$ cat src/rtl/dram_stream_dma.sv
// Byte-stream DMA initiator for the 64 KiB data RAM: image load from s_* stream, result dump to m_* stream.
// Optional running byte sum on `checksum` is built only when DMA_CHECKSUM_EN is defined.
module dram_stream_dma #(
  parameter int ADDR_W = 16,
  parameter int DATA_W = 8
) (
  input  logic              clk,
  input  logic              rst_n,
  input  logic              start_load,
  input  logic              start_dump,
  input  logic [ADDR_W-1:0] base_addr,
  input  logic [ADDR_W-1:0] length,
  input  logic [DATA_W-1:0] s_data,
  input  logic              s_valid,
  output logic              s_ready,
  output logic [DATA_W-1:0] m_data,
  output logic              m_valid,
  input  logic              m_ready,
  output logic [ADDR_W-1:0] mem_addr,
  output logic              mem_write,
  output logic              mem_read,
  output logic [DATA_W-1:0] mem_wdata,
  input  logic [DATA_W-1:0] mem_rdata,
  output logic              busy,
  output logic              load_done,
  output logic              dump_done,
  output logic [15:0]       checksum
);

  typedef enum logic [1:0] {
    IDLE = 2'd0,
    LOAD = 2'd1,
    DUMP = 2'd2,
    DONE = 2'd3
  } state_t;

  localparam logic [ADDR_W-1:0] ONE_A  = {{(ADDR_W-1){1'b0}}, 1'b1};
  localparam logic [ADDR_W-1:0] ZERO_A = {ADDR_W{1'b0}};

  state_t            state_r;
  logic [ADDR_W-1:0] ptr_r;
  logic [ADDR_W-1:0] rem_r;
  logic [1:0]        occ_r;
  logic [1:0]        inflight_r;
  logic [DATA_W-1:0] fifo1_r;

  logic       ret_s;
  logic       pop_s;
  logic       issue_s;
  logic       ld_hs_s;
  logic       start_acc_s;
  logic [1:0] occ_nxt_s;
  logic [1:0] infl_base_s;

  // Handshakes and dump read-issue decision; m_data register doubles as the FIFO head.
  always_comb begin
    ret_s       = mem_read;
    pop_s       = m_valid & m_ready;
    occ_nxt_s   = occ_r + {1'b0, ret_s} - {1'b0, pop_s};
    infl_base_s = inflight_r - {1'b0, ret_s};
    issue_s     = (state_r == DUMP) && (rem_r != ZERO_A) &&
                  (({1'b0, occ_nxt_s} + {1'b0, infl_base_s}) < 3'd2);
    ld_hs_s     = (state_r == LOAD) && s_valid && s_ready;
    start_acc_s = (state_r == IDLE) && (start_load || start_dump);
  end

  // Transfer FSM with all stream and memory outputs registered.
  always_ff @(posedge clk or negedge rst_n) begin
    if (!rst_n) begin
      state_r    <= IDLE;
      ptr_r      <= ZERO_A;
      rem_r      <= ZERO_A;
      occ_r      <= 2'd0;
      inflight_r <= 2'd0;
      fifo1_r    <= {DATA_W{1'b0}};
      s_ready    <= 1'b0;
      m_data     <= {DATA_W{1'b0}};
      m_valid    <= 1'b0;
      mem_addr   <= ZERO_A;
      mem_write  <= 1'b0;
      mem_read   <= 1'b0;
      mem_wdata  <= {DATA_W{1'b0}};
      busy       <= 1'b0;
      load_done  <= 1'b0;
      dump_done  <= 1'b0;
    end else begin
      mem_write <= 1'b0;
      mem_read  <= 1'b0;
      load_done <= 1'b0;
      dump_done <= 1'b0;
      case (state_r)
        IDLE: begin
          if (start_acc_s) begin
            busy       <= 1'b1;
            occ_r      <= 2'd0;
            inflight_r <= 2'd0;
            m_valid    <= 1'b0;
            ptr_r      <= base_addr;
            rem_r      <= length;
            if (length == ZERO_A) begin
              // Empty transfer: no memory access, just the matching done pulse.
              state_r   <= DONE;
              load_done <= start_load;
              dump_done <= ~start_load;
            end else if (start_load) begin
              state_r <= LOAD;
              s_ready <= 1'b1;
            end else begin
              state_r    <= DUMP;
              mem_read   <= 1'b1;
              mem_addr   <= base_addr;
              ptr_r      <= base_addr + ONE_A;
              rem_r      <= length - ONE_A;
              inflight_r <= 2'd1;
            end
          end else begin
            busy <= 1'b0;
          end
        end
        LOAD: begin
          if (ld_hs_s) begin
            mem_write <= 1'b1;
            mem_addr  <= ptr_r;
            mem_wdata <= s_data;
            ptr_r     <= ptr_r + ONE_A;
            rem_r     <= rem_r - ONE_A;
            s_ready   <= (rem_r != ONE_A);
          end else if (rem_r == ZERO_A) begin
            state_r   <= DONE;
            load_done <= 1'b1;
          end else begin
            s_ready <= 1'b1;
          end
        end
        DUMP: begin
          occ_r      <= occ_nxt_s;
          m_valid    <= (occ_nxt_s != 2'd0);
          inflight_r <= infl_base_s + {1'b0, issue_s};
          case ({ret_s, pop_s})
            2'b10: begin
              if (occ_r == 2'd0) begin
                m_data <= mem_rdata;
              end else begin
                fifo1_r <= mem_rdata;
              end
            end
            2'b01: begin
              if (occ_r == 2'd2) begin
                m_data <= fifo1_r;
              end else begin
                m_data <= m_data;
              end
            end
            2'b11: begin
              if (occ_r == 2'd2) begin
                m_data  <= fifo1_r;
                fifo1_r <= mem_rdata;
              end else begin
                m_data <= mem_rdata;
              end
            end
            default: begin
              m_data <= m_data;
            end
          endcase
          if (issue_s) begin
            mem_read <= 1'b1;
            mem_addr <= ptr_r;
            ptr_r    <= ptr_r + ONE_A;
            rem_r    <= rem_r - ONE_A;
          end else if ((rem_r == ZERO_A) && (infl_base_s == 2'd0) && (occ_nxt_s == 2'd0)) begin
            state_r   <= DONE;
            dump_done <= 1'b1;
          end else begin
            rem_r <= rem_r;
          end
        end
        DONE: begin
          state_r <= IDLE;
          busy    <= 1'b0;
          s_ready <= 1'b0;
        end
        default: begin
          state_r <= IDLE;
          busy    <= 1'b0;
        end
      endcase
    end
  end

`ifdef DMA_CHECKSUM_EN
  // Byte sum: load bytes at input handshake, dump bytes at output handshake.
  always_ff @(posedge clk or negedge rst_n) begin
    if (!rst_n) begin
      checksum <= 16'h0000;
    end else if (start_acc_s) begin
      checksum <= 16'h0000;
    end else if (ld_hs_s) begin
      checksum <= checksum + {{(16-DATA_W){1'b0}}, s_data};
    end else if (pop_s) begin
      checksum <= checksum + {{(16-DATA_W){1'b0}}, m_data};
    end else begin
      checksum <= checksum;
    end
  end
`else
  assign checksum = 16'h0000;
`endif

endmodule

$ cat config.mk
export PLATFORM = sky130hd
export DESIGN_NAME = dram_stream_dma
export DESIGN_NICKNAME = d
export VERILOG_FILES = /design/src/rtl/dram_stream_dma.sv
export SDC_FILE = /design/constraint.sdc
export NUM_CORES = 1
export LEC_CHECK = 0
export CAP_MARGIN = 10
export CORE_MARGIN = 2
export CORE_UTILIZATION = 57
export DETAILED_ROUTE_END_ITERATION = 10
export GPL_ROUTABILITY_DRIVEN = 0
export PLACE_DENSITY = 0.89
export SLEW_MARGIN = 20
export SYNTH_ARGS = -nofsm -noshare
export SYNTH_HDL_FRONTEND = slang
export SYNTH_SLANG_ARGS = --single-unit
$ cat constraint.sdc
create_clock -name clk -period 5.95 [get_ports clk]
set_input_delay 0.595 -clock clk [delete_from_list [all_inputs] [get_ports clk]]
set_output_delay 0.595 -clock clk [all_outputs]
set_load 0.005 [all_outputs]
=== Yosys cells after proc, flatten, opt, wreduce, memory -nomap -nowiden ===
Index checks and enable logic that the tools add are counted.

* Register bits: 85
* Bits of input ports: 54
* Output and inout port bits: 55
* Word-level logic and storage cells: 147

* Add/subtract/negate cells: 9
* Magnitude comparators: 1
* Equality and inequality tests: 23
* Muxes and demuxes: 66
* Bitwise logic cells: 2
* Reduce and logical (&&, ||, !) cells: 30

{| class="wikitable"
|+ Operators by type and width
! kind !! number
|-
| 16-bit 2-to-1 mux || 15
|-
| 16-bit case mux with 3 select lines || 3
|-
| 8-bit 2-to-1 mux || 5
|-
| 16-bit by 1-bit adder with 16-bit output (second input constant) || 2
|-
| 16-bit zero test || 2
|-
| 16-bit by 1-bit subtractor with 16-bit output (second input constant) || 2
|-
| 2-bit inequality test (second input constant) || 12
|-
| 8-bit case mux with 3 select lines || 1
|-
| 1-bit 2-to-1 mux || 23
|-
| 2-bit 2-to-1 mux || 9
|-
| 16-bit by 1-bit inequality test with 1-bit output (second input constant) || 1
|-
| 8-bit case mux with 2 select lines || 1
|-
| 16-bit nonzero test || 1
|-
| 4-bit AND reduction || 3
|-
| 2-bit equality test (second input constant) || 5
|-
| 1-bit case mux with 2 select lines || 5
|-
| 5-bit AND reduction || 2
|-
| 3-bit nonzero test || 3
|-
| 2-bit zero test || 4
|-
| 2-bit case mux with 2 select lines || 2
|-
| 2-bit case mux with 4 select lines || 1
|-
| 2-bit nonzero test || 4
|-
| 1-bit logical AND || 7
|-
| 6-bit AND reduction || 1
|-
| 12 further kinds || 17
|}

=== Depth between registers and ports, before layout ===
Gate-level depths: netlist (run 1).

* Depth in word-level cells: 7
* Gate-level depth with buffers: 17
* Mapped depth without buffers: 16

=== Worst setup path after synthesis (run 1) ===
Ideal clock, no wire load.

* Path type: in2reg
* Start point: input port m_ready
* End point: register inflight_r[1]
* Arrival: 3.080 ns
* Path slack: 2.786 ns
* Cell stages on the path: 16
* Cell sequence: nand3b_1 -> nand2_1 -> ha_1 -> xor2_1 -> xnor2_1 -> xnor2_1 -> ha_1 -> nor2_1 -> o211ai_1 -> buf_4 -> nor2_1 -> ha_1 -> xor2_1 -> nand2_1 -> mux2_2 -> o21ai_0

* Longest elaborated chain between the ends: 7

{| class="wikitable"
|+ Ends and longest elaborated chain
! item !! line !! RTL
|-
| start, declared || 18 || <nowiki>input logic m_ready,</nowiki>
|-
| 1-bit AND || 58 || <nowiki>pop_s = m_valid & m_ready;</nowiki>
|-
| 2-bit by 1-bit subtractor with 2-bit output || 59 || <nowiki>occ_nxt_s = occ_r + {1'b0, ret_s} - {1'b0, pop_s};</nowiki>
|-
| 2-bit by 2-bit adder with 3-bit output || 62 || <nowiki>(({1'b0, occ_nxt_s} + {1'b0, infl_base_s}) < 3'd2);</nowiki>
|-
| 3-bit by 2-bit < comparator with 1-bit output || 62 ||
|-
| 1-bit logical AND || 61 || <nowiki>issue_s = (state_r == DUMP) && (rem_r != ZERO_A) &&</nowiki>
|-
| 2-bit by 1-bit adder with 2-bit output || 138 || <nowiki>inflight_r <= infl_base_s + {1'b0, issue_s};</nowiki>
|-
| 2-bit case mux with 2 select lines || 91 || <nowiki>case (state_r)</nowiki>
|-
| end signal, assigned || 138 ||
|-
| end, declared || 44 || <nowiki>logic [1:0] inflight_r;</nowiki>
|}

Every way passes these cells.
A chain may end at the register's enable or synchronous reset.

=== Final worst setup path (run 1) ===
* Start point: input port m_ready
* End point: register ptr_r[15]

* Longest elaborated chain between the ends: 7

{| class="wikitable"
|+ Ends and longest elaborated chain
! item !! line !! RTL
|-
| 1-bit AND || 58 ||
|-
| 2-bit by 1-bit subtractor with 2-bit output || 59 ||
|-
| 2-bit by 2-bit adder with 3-bit output || 62 ||
|-
| 3-bit by 2-bit < comparator with 1-bit output || 62 ||
|-
| 1-bit logical AND || 61 ||
|-
| 2-bit inequality test (no line) || n/a ||
|-
| 4-bit AND reduction (no line) || n/a ||
|-
| end signal, assigned || 98 || <nowiki>ptr_r <= base_addr;</nowiki>
|-
| end signal, assigned || 112 || <nowiki>ptr_r <= base_addr + ONE_A;</nowiki>
|-
| end signal, assigned || 125 || <nowiki>ptr_r <= ptr_r + ONE_A;</nowiki>
|-
| end, declared || 41 || <nowiki>logic [ADDR_W-1:0] ptr_r;</nowiki>
|}

Every way passes these cells.

==> impl_metrics.csv, run 1 <==
group,metric,value,unit
worst_setup_path,data_required_critical_path,6.22,ns
cts,clockBufferDepth,2,
timing,totalNegativeSetupSlack,0,ns
timing,report.final.hold_viol_count,0,
worst_setup_path,endpoint_kind,"flip-flop",
timing,skew,0.0122,ns
synthesis,synth_seq_cells,85,
timing,report.final.slew_viol_count,0,
drt,route.vias.total,5112,
power_and_ir_drop,power.density_cell_area,554,nW/um^2
synthesis,synth_enable_flop_cells,0,
worst_setup_path,regToRegStartpoint,"occ_r[0]$_DFFE_PN0P_",
cells_and_area,register_cell_area_after_layout,2130,um^2
timing,tightest_pin_transition,1.02,ns
cells_and_area,final_nets,759,
cts,cts.root.buffer_cell,"sky130_fd_sc_hd__clkbuf_8",
global_routing,wire_length_of_the_first_global_routing_pass,23400,um
cells_and_area,final_common_cell,"sky130_fd_sc_hd__clkdlybuf4s50_1",
placed_design,hpwl,10600,um
power_and_ir_drop,design_power_total,3.69,mW
placed_design,place_ws,1.42,ns
worst_setup_path,path_class,"in -> reg",
power_and_ir_drop,combinationalPowerShare,58.2,%
timing,worst_slack,1.75,ns
drt,post_drt_wl_per_cell,17.7,um
synthesis,yosysTopAreaCell,"sky130_fd_sc_hd__dfrtp_1",
outcome,run_status,"complete, no violations",
die,initial_core_util,59.3,%
placed_design,buffer_ports.inserted,92,
power_and_ir_drop,max-vdd-ir-drop,0.000292,V
cells_and_area,final_util,71.4,%
drt,detailedRoute.firstIterationViolations,438,
power_and_ir_drop,power_frac_seq,31.2,%
worst_setup_path,setup.worst_path.start_class,"input port",
timing,setup_viol,0,
synthesis,yosysWarningCount,0,
cts,post_cts_repair_timing_setup_buffer_count,0,
run,cap_violations,0,
cells_and_area,count_of_antenna_diodes_in_the_layout,0,
global_routing,global_route.usage.total,28.3,%
timing,worst_slew_margin_rel,32.0,%
synthesis,post_synth_inst_count,611,
synthesis,synth.distinct_cells,72,
die,row_count,35,
worst_setup_path,flop_to_flop_setup_slack,1.96,ns
global_routing,grt_start_max_net_pins,71,
cts,cts_sinks,85,
drt,postRouteWirelength,14500,um
global_routing,grt_pass1_vias,4887,
cts,clkSlewWorstSetupHoldPaths,0.10,ns
worst_hold_path,hold_path.class,"in -> async",
global_routing,number_of_antenna_violations_at_the_first_check_in_global_routing,0,
power_and_ir_drop,proportion_of_power_drawn_by_the_clock_network,10.6,%
cells_and_area,filler_cell_count,724,
cells_and_area,multiInputGateArea,3150,um^2
synthesis,ys.flop_type,"sky130_fd_sc_hd__dfrtp_1",
cells_and_area,area_growth_syn_to_layout,20.5,%
cts,cts_hold_repair.buffers,0,
synthesis,netlist.area_leader.share,38.5,%
synthesis,synth.area.top_cells,"sky130_fd_sc_hd__dfrtp_1 (38%), sky130_fd_sc_hd__mux2i_1 (4.3%), sky130_fd_sc_hd__nand2_1 (4.3%), sky130_fd_sc_hd__mux2_2 (3.7%), sky130_fd_sc_hd__ha_1 (3.6%)",
die,ios,109,
timing,achievable-frequency,238,MHz
worst_setup_path,worst-path-max-fanout,11,
die,die_width,102,um
cts,cts_made_buffers,9,
timing,fin_crit,4.20,ns
power_and_ir_drop,power.internal,1.99,mW
power_and_ir_drop,power.switching_fraction,46.2,%
cells_and_area,layout_common_cells,"sky130_fd_sc_hd__clkdlybuf4s50_1 (91), sky130_fd_sc_hd__dfrtp_1 (85), sky130_fd_sc_hd__nand2_1 (63)",
drt,drt_first_pass_iters,6,
power_and_ir_drop,total_switching_power,1.70,mW
global_routing,global_route.overflow_total,0,
cells_and_area,layout-drive-gt1-share,8.79,%
synthesis,synth.avg_cell_area,9.05,um^2
cts,cts_tree,"done",
synthesis,proportion_of_register_bits_with_asynchronous_set_or_reset_after_synthesis,100,%
drt,number_of_routed_nets_with_antenna_violations,0,
die,die-area,10500,um^2
die,placeableCoreArea,9330,um^2
drt,via_per_inst,6.21,
drt,residual_drc_count,0,
timing,grt_setup_unrepaired,"no",
worst_setup_path,rr_worst_depth,13,
cts,cts_htree_levels,3,
cts,post_cts.resized_instances,0,
die,chipHeight,102,um
cts,worstSkewPairLatency,0.37,ns
worst_setup_path,worst_ep_arrival_time,4.47,ns
synthesis,synthesis.area,5530,um^2
timing,layout_worst_path_cycle_share,70.6,%
worst_setup_path,setup.worst_path.start,"m_ready",
power_and_ir_drop,power.leakage,2.69,nW
synthesis,synth-seq-area-share,38.5,%
worst_setup_path,r2r_end,"ptr_r[15]$_DFFE_PN0P_",
## Yosys cell counts (3+ instances only)
library cell / count
sky130_fd_sc_hd__nand3b_1: 4
sky130_fd_sc_hd__or3_1: 6
sky130_fd_sc_hd__nor2_1: 46
sky130_fd_sc_hd__mux2i_1: 24
sky130_fd_sc_hd__nand4b_1: 4
sky130_fd_sc_hd__a221oi_1: 4
sky130_fd_sc_hd__nand2b_1: 11
sky130_fd_sc_hd__nor4_1: 12
sky130_fd_sc_hd__buf_4: 18
sky130_fd_sc_hd__nand2_1: 63
sky130_fd_sc_hd__and3_1: 8
sky130_fd_sc_hd__a211oi_1: 5
sky130_fd_sc_hd__buf_2: 9
sky130_fd_sc_hd__a22o_1: 3
sky130_fd_sc_hd__and4_1: 4
sky130_fd_sc_hd__o21ai_1: 13
sky130_fd_sc_hd__xor2_1: 18
sky130_fd_sc_hd__dfrtp_1: 85
sky130_fd_sc_hd__nand4_1: 10
sky130_fd_sc_hd__mux2_2: 18
sky130_fd_sc_hd__o21ai_0: 29
sky130_fd_sc_hd__clkbuf_1: 18
sky130_fd_sc_hd__a21oi_1: 33
sky130_fd_sc_hd__nand3_1: 17
sky130_fd_sc_hd__o22ai_1: 9
sky130_fd_sc_hd__nor4_2: 4
sky130_fd_sc_hd__nor4b_1: 3
sky130_fd_sc_hd__o211ai_1: 8
sky130_fd_sc_hd__ha_1: 16
sky130_fd_sc_hd__nor2b_1: 3
sky130_fd_sc_hd__a31oi_1: 5
sky130_fd_sc_hd__nor3_1: 18
sky130_fd_sc_hd__inv_1: 17
sky130_fd_sc_hd__a2111oi_0: 3
sky130_fd_sc_hd__nor3b_1: 3
sky130_fd_sc_hd__xnor2_1: 15
## metal layers
layer  wire, um  up-vias  share of wire, %  track usage, %
li1           -     2363                 -               -
met1       5790     2417                40            36.2
met2       7120      290                49            49.0
met3       1250       42               8.6            4.88
met4        368        0               2.5            9.23
met5          0        -                 0               0
## final cells by class
| type | count | area share, % |
|---|---|---|
| tap | 129 | 2.42 |
| multi-input combinational | 476 | 47.3 |
| sequential | 85 | 31.9 |
| clock buffer | 10 | 2.07 |
| inverter | 19 | 1.07 |
| timing repair buffer | 98 | 14.5 |
| clock inverter | 6 | 0.695 |
## registers in the layout, indices dropped and copies added, names as in the netlist
register    cells
m_valid         1
busy            1
mem_write       1
mem_read        1
inflight_r      2
s_ready         1
load_done       1
rem_r          16
mem_addr       16
mem_wdata       8
dump_done       1
state_r         2
occ_r           2
ptr_r          16
fifo1_r         8
m_data          8
## worst max-delay path by stage
stage / endpoint / slack (ns) / cells past startpoint
after floorplan: inflight_r[1]$_DFFE_PN0P_ / 2.79 / 16
after global placement: ptr_r[8]$_DFFE_PN0P_ / 1.66 / 15
after detailed placement: ptr_r[15]$_DFFE_PN0P_ / 1.42 / 15
after CTS: ptr_r[8]$_DFFE_PN0P_ / 1.80 / 15
after global routing: ptr_r[8]$_DFFE_PN0P_ / 1.46 / 15
final: ptr_r[15]$_DFFE_PN0P_ / 1.75 / 15
## stage by stage
step           hold WS, ns  cell area (um^2)  std cells
3_5_place_dp         0.470              6460        806
4_1_cts              0.109              6650        822
3_3_place_gp         0.460              6460        806
5_1_grt              0.114              6660        823
6_report            0.0964              6660        823
2_1_floorplan        0.299              5590        626
## kinds of logic (layout without fill, tap and decap cells)
kind of cell,after synthesis,in the layout,synth area share [%]
AOI/OAI and AO/OA,140,140,16.3
xor gates and xnor gates,33,33,5.23
adders and majority gates,16,16,3.62
buffers and inverters,65,133,5.84
DFF,85,85,38.5
muxes,42,42,8.01
other,1,16,0.0678
and+or+nand+nor,229,229,22.4
## power by group through the flow
stage	Sequential (mW)	Clock, mW	Combinational [mW]
after floorplan	1.08	0	1.51
after global placement	1.13	0	2.00
after detailed placement	1.15	0	2.10
after CTS	1.14	0.394	2.11
after global routing	1.19	0.418	2.38
final	1.15	0.391	2.15
## worst max-delay path, stage by stage
cell and delay [ns]:
sky130_fd_sc_hd__clkdlybuf4s50_1 0.52, sky130_fd_sc_hd__nand2_1 0.10, sky130_fd_sc_hd__nand2_1 0.08, sky130_fd_sc_hd__nand2_1 0.06
sky130_fd_sc_hd__ha_1 0.21, sky130_fd_sc_hd__xor2_1 0.17, sky130_fd_sc_hd__xnor2_1 0.34, sky130_fd_sc_hd__xnor2_1 0.13
sky130_fd_sc_hd__ha_1 0.30, sky130_fd_sc_hd__nor2_1 0.12, sky130_fd_sc_hd__o211ai_1 0.40, sky130_fd_sc_hd__a21oi_1 0.83
sky130_fd_sc_hd__buf_4 0.30, sky130_fd_sc_hd__a21oi_1 0.09, sky130_fd_sc_hd__a211oi_1 0.20
Power figures use the tool's default switching activity.
==> run 2, diff against run 1 <==
--- a/config.mk
+++ b/config.mk
@@ -7,10 +7,10 @@
 export LEC_CHECK = 0
 export CAP_MARGIN = 10
 export CORE_MARGIN = 2
-export CORE_UTILIZATION = 57
+export CORE_UTILIZATION = 53
 export DETAILED_ROUTE_END_ITERATION = 10
 export GPL_ROUTABILITY_DRIVEN = 0
-export PLACE_DENSITY = 0.89
+export PLACE_DENSITY = 0.84
 export SLEW_MARGIN = 20
 export SYNTH_ARGS = -nofsm -noshare
 export SYNTH_HDL_FRONTEND = slang
==> constraint.sdc (replaced) <==
create_clock -name clk -period 4 [get_ports clk]
set_input_delay 0.4 -clock clk [delete_from_list [all_inputs] [get_ports clk]]
set_output_delay 0.4 -clock clk [all_outputs]
set_load 0.005 [all_outputs]
==> run 2 against run 1 <==
Worst setup slack worse by 1.1 ns. Register-to-register slack got worse by 1.3 ns. Utilization decreased by 5.7 points. Wire length down 2.8%. First-iteration DRC count increased by 2.7%. Die area rose by 7.2%. Count of clock-buffer cells in the layout is 1 higher. Final cell count up 1.3%. Non-clock buffer count rose by 4. Global-route usage shrank 3.0 points. Largest cell class unchanged.
==> impl_metrics.csv, run 2 (synthesis gave the netlist of run 1 again) <==
group,metric,value,unit
placed_design,post-place-cells,818,
timing,totalNegativeSetupSlack,0,ns
cts,cts_tree,"done",
timing,report.final.slew_viol_count,0,
cts,clockBufferDepth,2,
cells_and_area,area_growth_syn_to_layout,21.6,%
die,ios,109,
power_and_ir_drop,power.leakage,2.72,nW
timing,tightest_pin_transition,1.07,ns
cts,cts_sinks,85,
drt,postRouteWirelength,14100,um
worst_setup_path,setup.worst_path.start_class,"input port",
cells_and_area,final_nets,763,
die,placeableCoreArea,10200,um^2
worst_setup_path,flop_to_flop_setup_slack,0.66,ns
timing,achievable-frequency,296,MHz
worst_hold_path,hold_path.class,"in -> async",
cts,post_cts.resized_instances,0,
worst_setup_path,timing.critical_path.cells,"clkdlybuf4s50_1 > nand2_1 > nand2_1 > nand2_1 > ha_1 > xor2_1 > xnor2_1 > xnor2_1 > ha_1 > nor2_1 > o211ai_1 > buf_4 > a21oi_1 > buf_4 > a21oi_1 > a311oi_1",
drt,route.vias.total,5068,
worst_setup_path,critPathMaxStageDelay,0.50,ns
worst_setup_path,worst-path-max-fanout,17,
timing,grt_setup_unrepaired,"no",
cts,post_cts_repair_timing_setup_buffer_count,0,
timing,finalHoldWorstSlack,0.0929,ns
cells_and_area,layout_top_registers,"mem_addr (16), ptr_r (16), rem_r (16)",
global_routing,global_route.overflow_total,0,
cts,clkSlewWorstSetupHoldPaths,0.08,ns
timing,layout_worst_path_cycle_share,84.6,%
timing,report.final.hold_viol_count,0,
run,cap_violations,0,
cells_and_area,final_util,65.7,%
die,initial_core_util,54.0,%
placed_design,hpwl,10300,um
cells_and_area,register_cell_area_after_layout,2130,um^2
worst_setup_path,rr_worst_depth,14,
global_routing,global_route.usage.total,25.3,%
placed_design,buffer_ports.inserted,92,
timing,skew,0.00640,ns
die,die_width,106,um
timing,fin_crit,3.38,ns
worst_setup_path,path_class,"in -> reg",
global_routing,grt_start_max_net_pins,86,
drt,number_of_routed_nets_with_antenna_violations,0,
global_routing,grt_pass1_vias,4841,
outcome,run_status,"complete, no violations",
timing,setup_viol,0,
power_and_ir_drop,max-vdd-ir-drop,0.000396,V
drt,residual_drc_count,0,
cells_and_area,fin_cells,834,
cts,cts_made_buffers,9,
power_and_ir_drop,power.density_cell_area,840,nW/um^2
cts,cts_hold_repair.buffers,0,
drt,detailedRoute.firstIterationViolations,450,
cells_and_area,final_common_cell,"sky130_fd_sc_hd__clkdlybuf4s50_1",
timing,worst_slew_margin_rel,28.4,%
cts,cts.root.buffer_cell,"sky130_fd_sc_hd__clkbuf_8",
worst_setup_path,crit_top_cell,"sky130_fd_sc_hd__nand2_1",
worst_setup_path,regToRegStartpoint,"occ_r[0]$_DFFE_PN0P_",
die,row_count,37,
worst_setup_path,data_required_critical_path,4.25,ns
cells_and_area,count_of_antenna_diodes_in_the_layout,0,
global_routing,wire_length_of_the_first_global_routing_pass,23000,um
cells_and_area,layout_common_cells,"sky130_fd_sc_hd__clkdlybuf4s50_1 (91), sky130_fd_sc_hd__dfrtp_1 (85), sky130_fd_sc_hd__nand2_1 (63)",
drt,via_per_inst,6.08,
worst_setup_path,worst_ep_arrival_time,3.63,ns
die,chipHeight,106,um
worst_setup_path,endpoint_kind,"flip-flop",
die,die-area,11300,um^2
worst_setup_path,r2r_end,"ptr_r[8]$_DFFE_PN0P_",
drt,post_drt_wl_per_cell,16.9,um
cts,worstSkewPairLatency,0.35,ns
cells_and_area,layout-drive-gt1-share,9.17,%
cells_and_area,filler_cell_count,825,
drt,drt_first_pass_iters,5,
cts,cts_htree_levels,3,
worst_setup_path,crit_slowest_cell,"sky130_fd_sc_hd__clkdlybuf4s50_1",
cells_and_area,multiInputGateArea,3150,um^2
global_routing,number_of_antenna_violations_at_the_first_check_in_global_routing,0,
## run 2: routing by layer
metal	vias up	wire length, um	GRT usage (%)	share of wire (%)
met2	264	6710	40.6	47
met3	26	1060	3.99	7.5
met4	0	262	9.02	1.9
met1	2417	6090	34.9	43
met5	-	0	0	0
li1	2361	-	-	-
## run 2: per-stage QoR
stage                     area [um^2]  total power [mW]  setup WS [ns]
after global routing             6730              6.07          0.416
after floorplan                  5590              3.86          0.966
after detailed placement         6520              4.99          0.328
final                            6730              5.65          0.618
after global placement           6520              4.85          0.457
after CTS                        6720              5.62          0.663
## run 2: cell type report
| class | instances | share of cell area [%] |
|---|---|---|
| Sequential cell | 85 | 31.6 |
| Timing Repair Buffer | 102 | 15.0 |
| Clock inverter | 5 | 0.893 |
| Inverter | 19 | 1.06 |
| Multi-Input combinational cell | 476 | 46.8 |
| Tap cell | 136 | 2.53 |
| Clock buffer | 11 | 2.10 |
## run 2: report_power, final
group	internal (mW)	leakage (nW)	switching, mW
clock	0.307	0.0995	0.313
sequential	1.31	1.01	0.404
combinational	1.51	1.61	1.80
total	3.13	2.72	2.52
## run 2: how the worst max path moves through the flow
stage | start | endpoint | slack (ns) | cells past startpoint
floorplan | occ_r[0]$_DFFE_PN0P_ | inflight_r[1]$_DFFE_PN0P_ | 0.97 | 16
global placement | m_ready | rem_r[11]$_DFFE_PN0P_ | 0.46 | 16
detailed placement | m_ready | ptr_r[8]$_DFFE_PN0P_ | 0.33 | 16
CTS | m_ready | ptr_r[8]$_DFFE_PN0P_ | 0.66 | 16
global route | m_ready | inflight_r[1]$_DFFE_PN0P_ | 0.42 | 17
finish | m_ready | ptr_r[8]$_DFFE_PN0P_ | 0.62 | 16
## run 2: worst max-delay path, delay by kind of cell
kind | cells | cell delay [ns]
xor gates and xnor gates | 3 | 0.65
adders and majority gates | 2 | 0.49
AOI/OAI and AO/OA | 4 | 0.73
buffers and inverters | 3 | 1.00
and+or+nand+nor | 4 | 0.35
